## src/rtl/score_pkg.sv

```systemverilog
// Shared types and defaults for the card-matching score engine.
package score_pkg;

  typedef enum logic [1:0] {
    ST_IDLE   = 2'b00,
    ST_PLAY   = 2'b01,
    ST_UPDATE = 2'b10,
    ST_OVER   = 2'b11
  } state_e;

  typedef enum logic [1:0] {
    WIN_NONE = 2'b00,
    WIN_P1   = 2'b01,
    WIN_P2   = 2'b10,
    WIN_TIE  = 2'b11
  } winner_e;

  localparam int DEF_SCORE_W      = 8;
  localparam int DEF_TOTAL_PAIRS  = 8;
  localparam int DEF_MATCH_POINTS = 2;
  localparam int DEF_STREAK_BONUS = 1;

  // One full-adder cell: returns {carry_out, sum}.
  function automatic logic [1:0] full_adder(input logic a, input logic b, input logic cin);
    full_adder = {(a & b) | (a & cin) | (b & cin), a ^ b ^ cin};
  endfunction

endpackage

```

## src/rtl/score_adder.sv

```systemverilog
// Saturating ripple-carry adder used to add points to the active player's score.
module score_adder
  import score_pkg::*;
#(
  parameter int SCORE_W = DEF_SCORE_W
) (
  input  logic [SCORE_W-1:0] score,
  input  logic [SCORE_W-1:0] incr,
  output logic [SCORE_W-1:0] sum
);

  logic [SCORE_W:0]   carry_s;
  logic [SCORE_W-1:0] raw_s;

  assign carry_s[0] = 1'b0;

  for (genvar i = 0; i < SCORE_W; i++) begin : g_bit
    assign {carry_s[i+1], raw_s[i]} = full_adder(score[i], incr[i], carry_s[i]);
  end

  // A carry out of the top bit means overflow: clamp to the largest score.
  assign sum = carry_s[SCORE_W] ? {SCORE_W{1'b1}} : raw_s;

endmodule

```

## src/rtl/score_keeper.sv

```systemverilog
// Turn-based score engine: accepts one pair-attempt per turn, keeps both
// scores, turn owner, streak, pairs remaining and end-of-game status.
module score_keeper
  import score_pkg::*;
#(
  parameter int SCORE_W      = DEF_SCORE_W,
  parameter int MATCH_POINTS = DEF_MATCH_POINTS,
  parameter int STREAK_BONUS = DEF_STREAK_BONUS,
  parameter int TOTAL_PAIRS  = DEF_TOTAL_PAIRS
) (
  input  logic               clock,
  input  logic               reset,
  input  logic               start,
  input  logic               evt_valid,
  output logic               evt_ready,
  input  logic               evt_match,
  output logic [SCORE_W-1:0] score_p1,
  output logic [SCORE_W-1:0] score_p2,
  output logic               cur_player,
  output logic [7:0]         pairs_left,
  output logic               upd_valid,
  output logic               game_over,
  output logic [1:0]         winner
);

  state_e             state_r, state_nxt_s;
  logic [SCORE_W-1:0] score_p1_r, score_p2_r, p1_nxt_s, p2_nxt_s;
  logic               cur_player_r, cur_nxt_s;
  logic               streak_r, streak_nxt_s;
  logic [7:0]         pairs_r, pairs_nxt_s;
  logic               match_r, match_nxt_s;
  logic               upd_valid_r, upd_nxt_s;
  logic               ready_r, ready_nxt_s;
  logic               over_r, over_nxt_s;
  winner_e            winner_r, winner_nxt_s;
  logic [SCORE_W-1:0] operand_s, incr_s, sum_s;

  // Select the active player's score and the points this match is worth.
  always_comb begin
    operand_s = score_p1_r;
    incr_s    = SCORE_W'(MATCH_POINTS);
    if (cur_player_r) begin
      operand_s = score_p2_r;
    end else begin
      operand_s = score_p1_r;
    end
    if (streak_r) begin
      incr_s = SCORE_W'(MATCH_POINTS + STREAK_BONUS);
    end else begin
      incr_s = SCORE_W'(MATCH_POINTS);
    end
  end

  score_adder #(.SCORE_W(SCORE_W)) u_adder (
    .score (operand_s),
    .incr  (incr_s),
    .sum   (sum_s)
  );

  // Next-state and next-output logic; start overrides everything, including a pending update.
  always_comb begin
    state_nxt_s  = state_r;
    p1_nxt_s     = score_p1_r;
    p2_nxt_s     = score_p2_r;
    cur_nxt_s    = cur_player_r;
    streak_nxt_s = streak_r;
    pairs_nxt_s  = pairs_r;
    match_nxt_s  = match_r;
    upd_nxt_s    = 1'b0;
    winner_nxt_s = WIN_NONE;
    if (start) begin
      state_nxt_s  = ST_PLAY;
      p1_nxt_s     = {SCORE_W{1'b0}};
      p2_nxt_s     = {SCORE_W{1'b0}};
      cur_nxt_s    = 1'b0;
      streak_nxt_s = 1'b0;
      pairs_nxt_s  = 8'(TOTAL_PAIRS);
    end else begin
      case (state_r)
        ST_IDLE: begin
          state_nxt_s = ST_IDLE;
        end
        ST_PLAY: begin
          if (evt_valid) begin
            match_nxt_s = evt_match;
            state_nxt_s = ST_UPDATE;
          end else begin
            state_nxt_s = ST_PLAY;
          end
        end
        ST_UPDATE: begin
          upd_nxt_s = 1'b1;
          if (match_r) begin
            if (cur_player_r) begin
              p2_nxt_s = sum_s;
            end else begin
              p1_nxt_s = sum_s;
            end
            streak_nxt_s = 1'b1;
            if (pairs_r > 8'd1) begin
              pairs_nxt_s = pairs_r - 8'd1;
              state_nxt_s = ST_PLAY;
            end else begin
              pairs_nxt_s = 8'd0;
              state_nxt_s = ST_OVER;
            end
          end else begin
            streak_nxt_s = 1'b0;
            cur_nxt_s    = ~cur_player_r;
            state_nxt_s  = ST_PLAY;
          end
        end
        ST_OVER: begin
          state_nxt_s = ST_OVER;
        end
        default: begin
          state_nxt_s = ST_IDLE;
        end
      endcase
    end
    ready_nxt_s = (state_nxt_s == ST_PLAY);
    over_nxt_s  = (state_nxt_s == ST_OVER);
    if (over_nxt_s) begin
      if (p1_nxt_s > p2_nxt_s) begin
        winner_nxt_s = WIN_P1;
      end else if (p2_nxt_s > p1_nxt_s) begin
        winner_nxt_s = WIN_P2;
      end else begin
        winner_nxt_s = WIN_TIE;
      end
    end else begin
      winner_nxt_s = WIN_NONE;
    end
  end

  // State and output registers.
  always_ff @(posedge clock or posedge reset) begin
    if (reset) begin
      state_r      <= ST_IDLE;
      score_p1_r   <= {SCORE_W{1'b0}};
      score_p2_r   <= {SCORE_W{1'b0}};
      cur_player_r <= 1'b0;
      streak_r     <= 1'b0;
      pairs_r      <= 8'd0;
      match_r      <= 1'b0;
      upd_valid_r  <= 1'b0;
      ready_r      <= 1'b0;
      over_r       <= 1'b0;
      winner_r     <= WIN_NONE;
    end else begin
      state_r      <= state_nxt_s;
      score_p1_r   <= p1_nxt_s;
      score_p2_r   <= p2_nxt_s;
      cur_player_r <= cur_nxt_s;
      streak_r     <= streak_nxt_s;
      pairs_r      <= pairs_nxt_s;
      match_r      <= match_nxt_s;
      upd_valid_r  <= upd_nxt_s;
      ready_r      <= ready_nxt_s;
      over_r       <= over_nxt_s;
      winner_r     <= winner_nxt_s;
    end
  end

  assign evt_ready  = ready_r;
  assign score_p1   = score_p1_r;
  assign score_p2   = score_p2_r;
  assign cur_player = cur_player_r;
  assign pairs_left = pairs_r;
  assign upd_valid  = upd_valid_r;
  assign game_over  = over_r;
  assign winner     = winner_r;

endmodule

```

## config.mk

```make
export PLATFORM = sky130hd
export DESIGN_NAME = score_keeper
export DESIGN_NICKNAME = d
export VERILOG_FILES = /design/src/rtl/score_pkg.sv /design/src/rtl/score_adder.sv /design/src/rtl/score_keeper.sv
export SDC_FILE = /design/constraint.sdc
export NUM_CORES = 1
export LEC_CHECK = 0
export ABC_AREA = 1
export CORE_UTILIZATION = 60
export CTS_CLUSTER_SIZE = 16
export DETAILED_ROUTE_END_ITERATION = 12
export DONT_BUFFER_PORTS = 1
export GPL_TIMING_DRIVEN = 0
export MAX_ROUTING_LAYER = met4
export PLACE_DENSITY = 0.76
export SLEW_MARGIN = 5
export SYNTH_ARGS = -nofsm -noshare
export SYNTH_HDL_FRONTEND = slang
export SYNTH_HIERARCHICAL = 1
export SYNTH_SLANG_ARGS = --single-unit
```

## constraint.sdc

```tcl
create_clock -name clock -period 5.7 [get_ports clock]
set_clock_uncertainty 0.15 [all_clocks]
set_input_delay 0.57 -clock clock [delete_from_list [all_inputs] [get_ports clock]]
set_output_delay 0.57 -clock clock [all_outputs]
set_load 0.005 [all_outputs]
```

==> results of run 1 <==
[routing by layer]
metal  vias up  track usage [%]  share of wire, %
met3         6             8.40               6.0
met1       761             34.9                47
met2        50             38.1                46
met4         0             9.21               1.4
li1        841                -                 -
met5         -                -                 0
[state kept, by name (all words and copies together) (netlist names)]
register    count
score_p1        8
winner          2
evt_ready       1
streak_r        1
state_r         2
pairs_left      8
upd_valid       1
game_over       1
score_p2        8
match_r         1
cur_player      1
[what timing repair did]
action / CTS / global route
hold buffers: 0 / 0
endpoints found under the setup margin: 0 / 2
resized for setup: 0 / 1
[worst max-delay path: stages, from the launching register on]
cell and delay (ns):
dfrtp_2 0.51, inv_2 0.15, buf_2 0.25, o21ai_1 0.11, fa_1 0.43, fa_1 0.44, fa_1 0.38, fa_1 0.39
fa_1 0.42, fa_1 0.40, inv_1 0.08, fa_1 0.41, nand2_1 0.11, o21ai_1 0.08, a21oi_1 0.21, ha_1 0.28
a21o_1 0.18, nor2_1 0.11, and2_1 0.14, nor2_1 0.04
[synth_stat cells]
cell,number
a21oi_2,2
xnor2_1,1
dfrtp_1,34
nor2_8,1
inv_4,2
fa_1,7
a21oi_1,13
and2_1,1
clkbuf_1,1
buf_1,1
a21o_1,1
nand3_1,14
buf_2,2
conb_1,2
o22ai_1,3
o21ai_2,8
nand4_1,1
nor3_1,1
o21ai_1,7
inv_1,43
inv_2,10
nand2_4,2
buf_6,1
nor2_1,33
nor2_2,2
xor2_1,1
o21ai_0,16
nor2_4,1
ha_1,11
nand2_1,42
[cell families (layout without fill, tap and decap cells)]
| kind of cell | Yosys count | after routing | share of synthesized area, % |
|---|---|---|---|
| flops | 34 | 34 | 40.1 |
| other cells | 2 | 7 | 0.354 |
| simple gates | 98 | 98 | 20.5 |
| fa+ha+maj | 18 | 18 | 13.1 |
| compound gates | 50 | 50 | 13.8 |
| xor+xnor | 2 | 2 | 0.825 |
| buf+inv | 60 | 68 | 11.3 |
[through the flow]
step                      power (mW)  cell area (sq um)  hold WS, ns  util [%]
after floorplan                0.329               2140        0.335         -
after detailed placement       0.347               2200        0.369      65.4
after global routing           0.598               2310       0.0939      68.6
after global placement         0.345               2200        0.364      65.4
after CTS                      0.572               2310        0.190      68.6
final                          0.565               2310       0.0461      68.6
[placed cells by master (no fill, tap or decap), types with 2 or more instances in the layout]
cell and n:
a21oi_2 2, o21ai_1 7, ha_1 11, nand2_1 42
o22ai_1 3, dfrtp_1 33, a21oi_1 13, inv_2 11
nand2_4 2, nand3_1 14, nor2_2 2, nor2_1 33
buf_2 2, o21ai_0 16, bufinv_16 2, fa_1 7
inv_4 2, o21ai_2 8, clkbuf_4 5, inv_1 42
conb_1 7
[worst max path at each step]
stage,start,endpoint,slack (ns),depth (start not counted)
floorplan,cur_player,winner[1],0.66,18
global placement,cur_player,winner[1],0.36,20
detailed placement,cur_player,winner[1],0.28,20
CTS,cur_player,winner[1],0.23,20
global route,cur_player,winner[1],0.09,19
finish,cur_player,winner[1],0.34,19
[where the power goes]
part           switching [mW]  internal [mW]  total [mW]
Clock                  0.0852          0.137       0.222
Sequential             0.0125          0.252       0.264
Combinational          0.0539         0.0246      0.0785
[final cells by class]
cell class / count / area share [%]
tap: 46 / 2.49
clock inverter: 3 / 2.98
buffer: 5 / 1.25
multi-input combinational: 175 / 45.6
clock buffer: 5 / 1.63
inverter: 55 / 9.16
sequential: 34 / 36.9
==> out/results.tsv, run 1 <==
stage	metric	value	unit
run_status	status	complete, no violations	
synth	synth_area	2120	sq um
global_routing	grt_max_degree	35	
placement	dp_slack	0.284	ns
timing	fin_ws	0.344	ns
timing	hold_viol_final	0	
cells_and_area	antenna_cells	0	
routing	vias	1658	
floorplanning	chipWidth	61.5	microns
timing	period_share	94.0	%
setup_path	cp.required	5.80	ns
global_routing	antenna_found_initial	0	
clocking	cts-root-buf	clkbuf_4	
global_routing	track_usage	26.4	%
routing	firstDrtPassIters	4	
pwr	p_leak	1.23	nW
cells_and_area	multi_input_area	1050	sq um
pwr	cellPowerDensity	245	nW/um^2
routing	wl_per_cell	12.8	microns
synth	synth_top_area_share	40.1	%
synth	syn_area_per_cell	8.04	sq um
timing	max_freq	187	MHz
floorplanning	initial_core_util	63.1	%
setup_path	crit_path_max_fanout	10	
clocking	numCtsBuffers	5	
global_routing	grt_pass1_wl	6.87	mm
placement	dp_hpwl	3.06	mm
timing	tns	0	ns
setup_path	crit_path_start_kind	register	
global_routing	grt_pass1_vias	1549	
clocking	clkTransAtPathRegs	0.11	ns
setup_path	path_class	register to register	
floorplanning	num_rows	21	
placement	io_buffers	0	
timing	relSlewSlack	53.9	%
cells_and_area	drive_gt1_share	14.8	%
global_routing	grt-ovfl-total	0	
setup_path	setup.worst_path.end_class	register	
timing	setup_viol_count_final	0	
synth	yosysTopAreaCell	dfrtp_1	
routing	drt_iter0_markers	78	
timing	tightest_slew	0.690	ns
clocking	clock-sinks	34	
routing	drc	0	
floorplanning	num_io_pins	35	
synth	ys_ff_latch	34	
clocking	clkLatencyLatePin	0.34	ns
setup_path	ff2ff_path_depth	19	
min_path	hp-class	primary input to async pin	
floorplanning	dieArea	3780	sq um
routing	ant_nets	0	
setup_path	timing.rr.end	winner[1]	
placement	dp_cells	315	
timing	maxSlewViolCount	0	
synth	synthDistinctLibCells	30	
synth	synth.area.top_cells	dfrtp_1, inv_1, nand2_1	
job	cap_violations	0	
synth	ys_warn_count	6	
timing	rsz0062_at_grt	false	
routing	via_per_inst	5.13	
cells_and_area	ff_latch_area	852	sq um
synth	postSynthCellCount	264	
timing	final.min_clock_period	5.36	ns
cells_and_area	fin_nets	299	
routing	totalWireLength	4.15	mm
placement	place.gp.congestion	0.778	
clocking	cts_buffer_depth	2	
clocking	cts_tree	done	
cells_and_area	nFillCells	297	
cells_and_area	final_cell_count_no_fill	323	
cells_and_area	area_delta_synth_final	8.66	%
pwr	peakVddDrop	0.156	mV
floorplanning	die_h	61.5	microns
clocking	cts_setup_buffers	0	
floorplanning	core_area	3360	sq um
setup_path	reg2reg_setup_slack	0.34	ns
clocking	cts_max_level	2	
setup_path	reg2reg_from	cur_player	
setup_path	arrival	5.45	ns
synth	yosysSeqAreaShare	40.1	%
(Power assumes the default switching activity.)
==> run 2, diff against run 1 <==
Settings changed: CTS_CLUSTER_SIZE 16 to 14.
==> results of run 2 <==
Final layout, timing and power as in run 1 (identical DEF).
==> run 3, diff against run 2 <==
Settings changed: CORE_UTILIZATION 60 to 40, PLACE_DENSITY 0.76 to default.
==> run 3 against run 2 <==
Critical path depth did not move. Highest routed layer unchanged. Critical endpoint unchanged. Maximum frequency increased by 2.6%. Setup slack better by 0.14 ns. Core utilization down 22 points. Clock power increased by 22%.
==> out/results.tsv, run 3 (synthesis results as in run 1) <==
stage	metric	value	unit	change
run_status	status	complete, no violations		
global_routing	track_usage	17.8	%	-8.6 points
timing	maxSlewViolCount	0		unchanged
setup_path	critPathLaunch	cur_player		
setup_path	arrival	5.26	ns	-0.19 ns
cells_and_area	final_cell_mix	inv_1, nand2_1, nor2_1, dfrtp_1, o21ai_0		
timing	hold_viol_final	0		unchanged
setup_path	crit_top_cell	fa_1		
setup_path	cp.required	5.74	ns	-0.06 ns
cells_and_area	fin_nets	298		-0.33%
global_routing	gr-usage-met2	25.9	%	-12 points
pwr	peakVddDrop	0.131	mV	-16%
routing	wl_per_cell	12.1	microns	-5.7%
routing	totalWireLength	4.19	mm	+0.96%
timing	relSlewSlack	52.4	%	-1.5 points
cells_and_area	fin_area	2360	sq um	+2.4%
cells_and_area	ff_latch_area	852	sq um	unchanged
floorplanning	chipWidth	74.9	microns	+22%
routing	drc	0		unchanged
clocking	cts_max_level	2		unchanged
floorplanning	core_area	5110	sq um	+52%
floorplanning	initial_core_util	41.6	%	-22 points
clocking	cts_setup_buffers	0		unchanged
placement	dp_hpwl	3.16	mm	+3.1%
cells_and_area	drive_gt1_share	14.5	%	-0.31 points
global_routing	grt.busiest_layer	met2		
global_routing	grt-ovfl-total	0		unchanged
floorplanning	num_io_pins	35		unchanged
floorplanning	dieArea	5600	sq um	+48%
setup_path	cp_top_family	adder cells		
setup_path	slowest_delay	0.50	ns	about the same
setup_path	path_class	register to register		
min_path	hp-class	primary input to async pin		
clocking	clkTransAtPathRegs	0.08	ns	-0.03 ns
cells_and_area	area_delta_synth_final	11.3	%	
global_routing	grt_pass1_vias	1496		-3.4%
setup_path	crit_buf_inv	1		-2
clocking	cts_buffer_depth	2		unchanged
routing	vias	1620		-2.3%
cells_and_area	nFillCells	523		+76%
timing	setup_viol_count_final	0		unchanged
setup_path	crit_path_max_fanout	6		-4
setup_path	ff2ff_path_depth	19		unchanged
global_routing	grt_pass1_wl	7.01	mm	+2.0%
routing	drt_iter0_markers	82		+5.1%
routing	via_per_inst	4.68		-8.8%
pwr	p_leak	1.24	nW	+0.79%
placement	io_buffers	0		unchanged
setup_path	setup.worst_path.end_class	register		
clocking	hold_buffers	0		unchanged
timing	max_freq	192	MHz	+2.6%
routing	firstDrtPassIters	4		unchanged
global_routing	met3_usage	6.02	%	-2.4 points
global_routing	met1_usage	22.8	%	-12 points
global_routing	antenna_found_initial	0		unchanged
pwr	p_total	610	uW	+8.0%
job	cap_violations	0		unchanged
cells_and_area	antenna_cells	0		unchanged
clocking	clock-sinks	34		unchanged
floorplanning	num_rows	26		+24%
timing	hold_ws	0.116	ns	+0.0694 ns
setup_path	crit_path_start_kind	register		
setup_path	critical_path_depth	19		unchanged
clocking	clkLatencyLatePin	0.29	ns	-0.05 ns
clocking	cts-resized-gates	0		unchanged
global_routing	grt_max_degree	35		unchanged
setup_path	crit_chain	nand2_1 -> o21ai_0 -> ha_1 -> fa_1 -> fa_1 -> fa_1 -> fa_1 -> fa_1 -> fa_1 -> inv_1 -> fa_1 -> nand2_1 -> o21ai_1 -> a21oi_1 -> ha_1 -> a21o_1 -> nor2_1 -> and2_1 -> nor2_1		
clocking	cts-root-buf	clkbuf_8		
placement	place.gp.congestion	0.795		+2.2%
clocking	numCtsBuffers	5		unchanged
routing	ant_nets	0		unchanged
placement	placed_area	2230	sq um	+1.4%
cells_and_area	postLayoutCoreUtil	46.3	%	-22 points
timing	final.min_clock_period	5.22	ns	-0.137 ns
pwr	cellPowerDensity	258	nW/um^2	+5.4%
setup_path	reg2reg_from	cur_player		
timing	rsz0062_at_grt	false		
floorplanning	die_h	74.9	microns	+22%
setup_path	cp_slowest_cell	dfrtp_2		
clocking	cts_tree	done		
timing	tns	0	ns	unchanged
cells_and_area	multi_input_area	1050	sq um	unchanged
timing	tightest_slew	0.712	ns	+0.0223 ns
timing	period_share	91.5	%	-2.4 points
==> run 3: cell count changes in the layout (fill, tap and decap cells not counted), sizes merged <==
cell | before | now
buf | 4 | 3
==> run 3: worst paths after layout <==
kind                            endpoint  slack, ns
setup / recovery               winner[1]       0.48
hold / removal             pairs_left[5]       0.12
setup reg to reg               winner[1]       0.48
hold reg to reg                 streak_r       0.40
max in group asynchronous     cur_player       4.79
min in group clock            state_r[0]       0.26
==> run 3: layer usage <==
metal | up-vias | part of all wire, %
met2 | 34 | 45
met5 | - | 0
met1 | 742 | 48
li1 | 838 | -
met3 | 6 | 4.8
met4 | 0 | 1.8
==> run 3: final cells by class <==
class / instances / area share [%]
Multi-Input combinational cell: 175 / 44.5
Sequential cell: 34 / 36.1
Inverter: 55 / 8.95
Tap cell: 70 / 3.71
Clock buffer: 5 / 2.91
Clock inverter: 3 / 2.91
Buffer: 4 / 1.01
==> run 3: power by group <==
part	leakage [nW]	total, mW	switching, mW	internal, mW
Sequential	0.454	0.265	0.0128	0.252
Combinational	0.717	0.0756	0.0517	0.0239
Clock	0.0683	0.270	0.0945	0.175
Total	1.24	0.610	0.159	0.451
==> run 3: stage by stage <==
stage | setup slack, ns | std cells
after floorplan | 0.662 | 269
after global placement | 0.316 | 339
after detailed placement | 0.244 | 339
after CTS | 0.225 | 347
after global routing | 0.104 | 346
final | 0.482 | 346
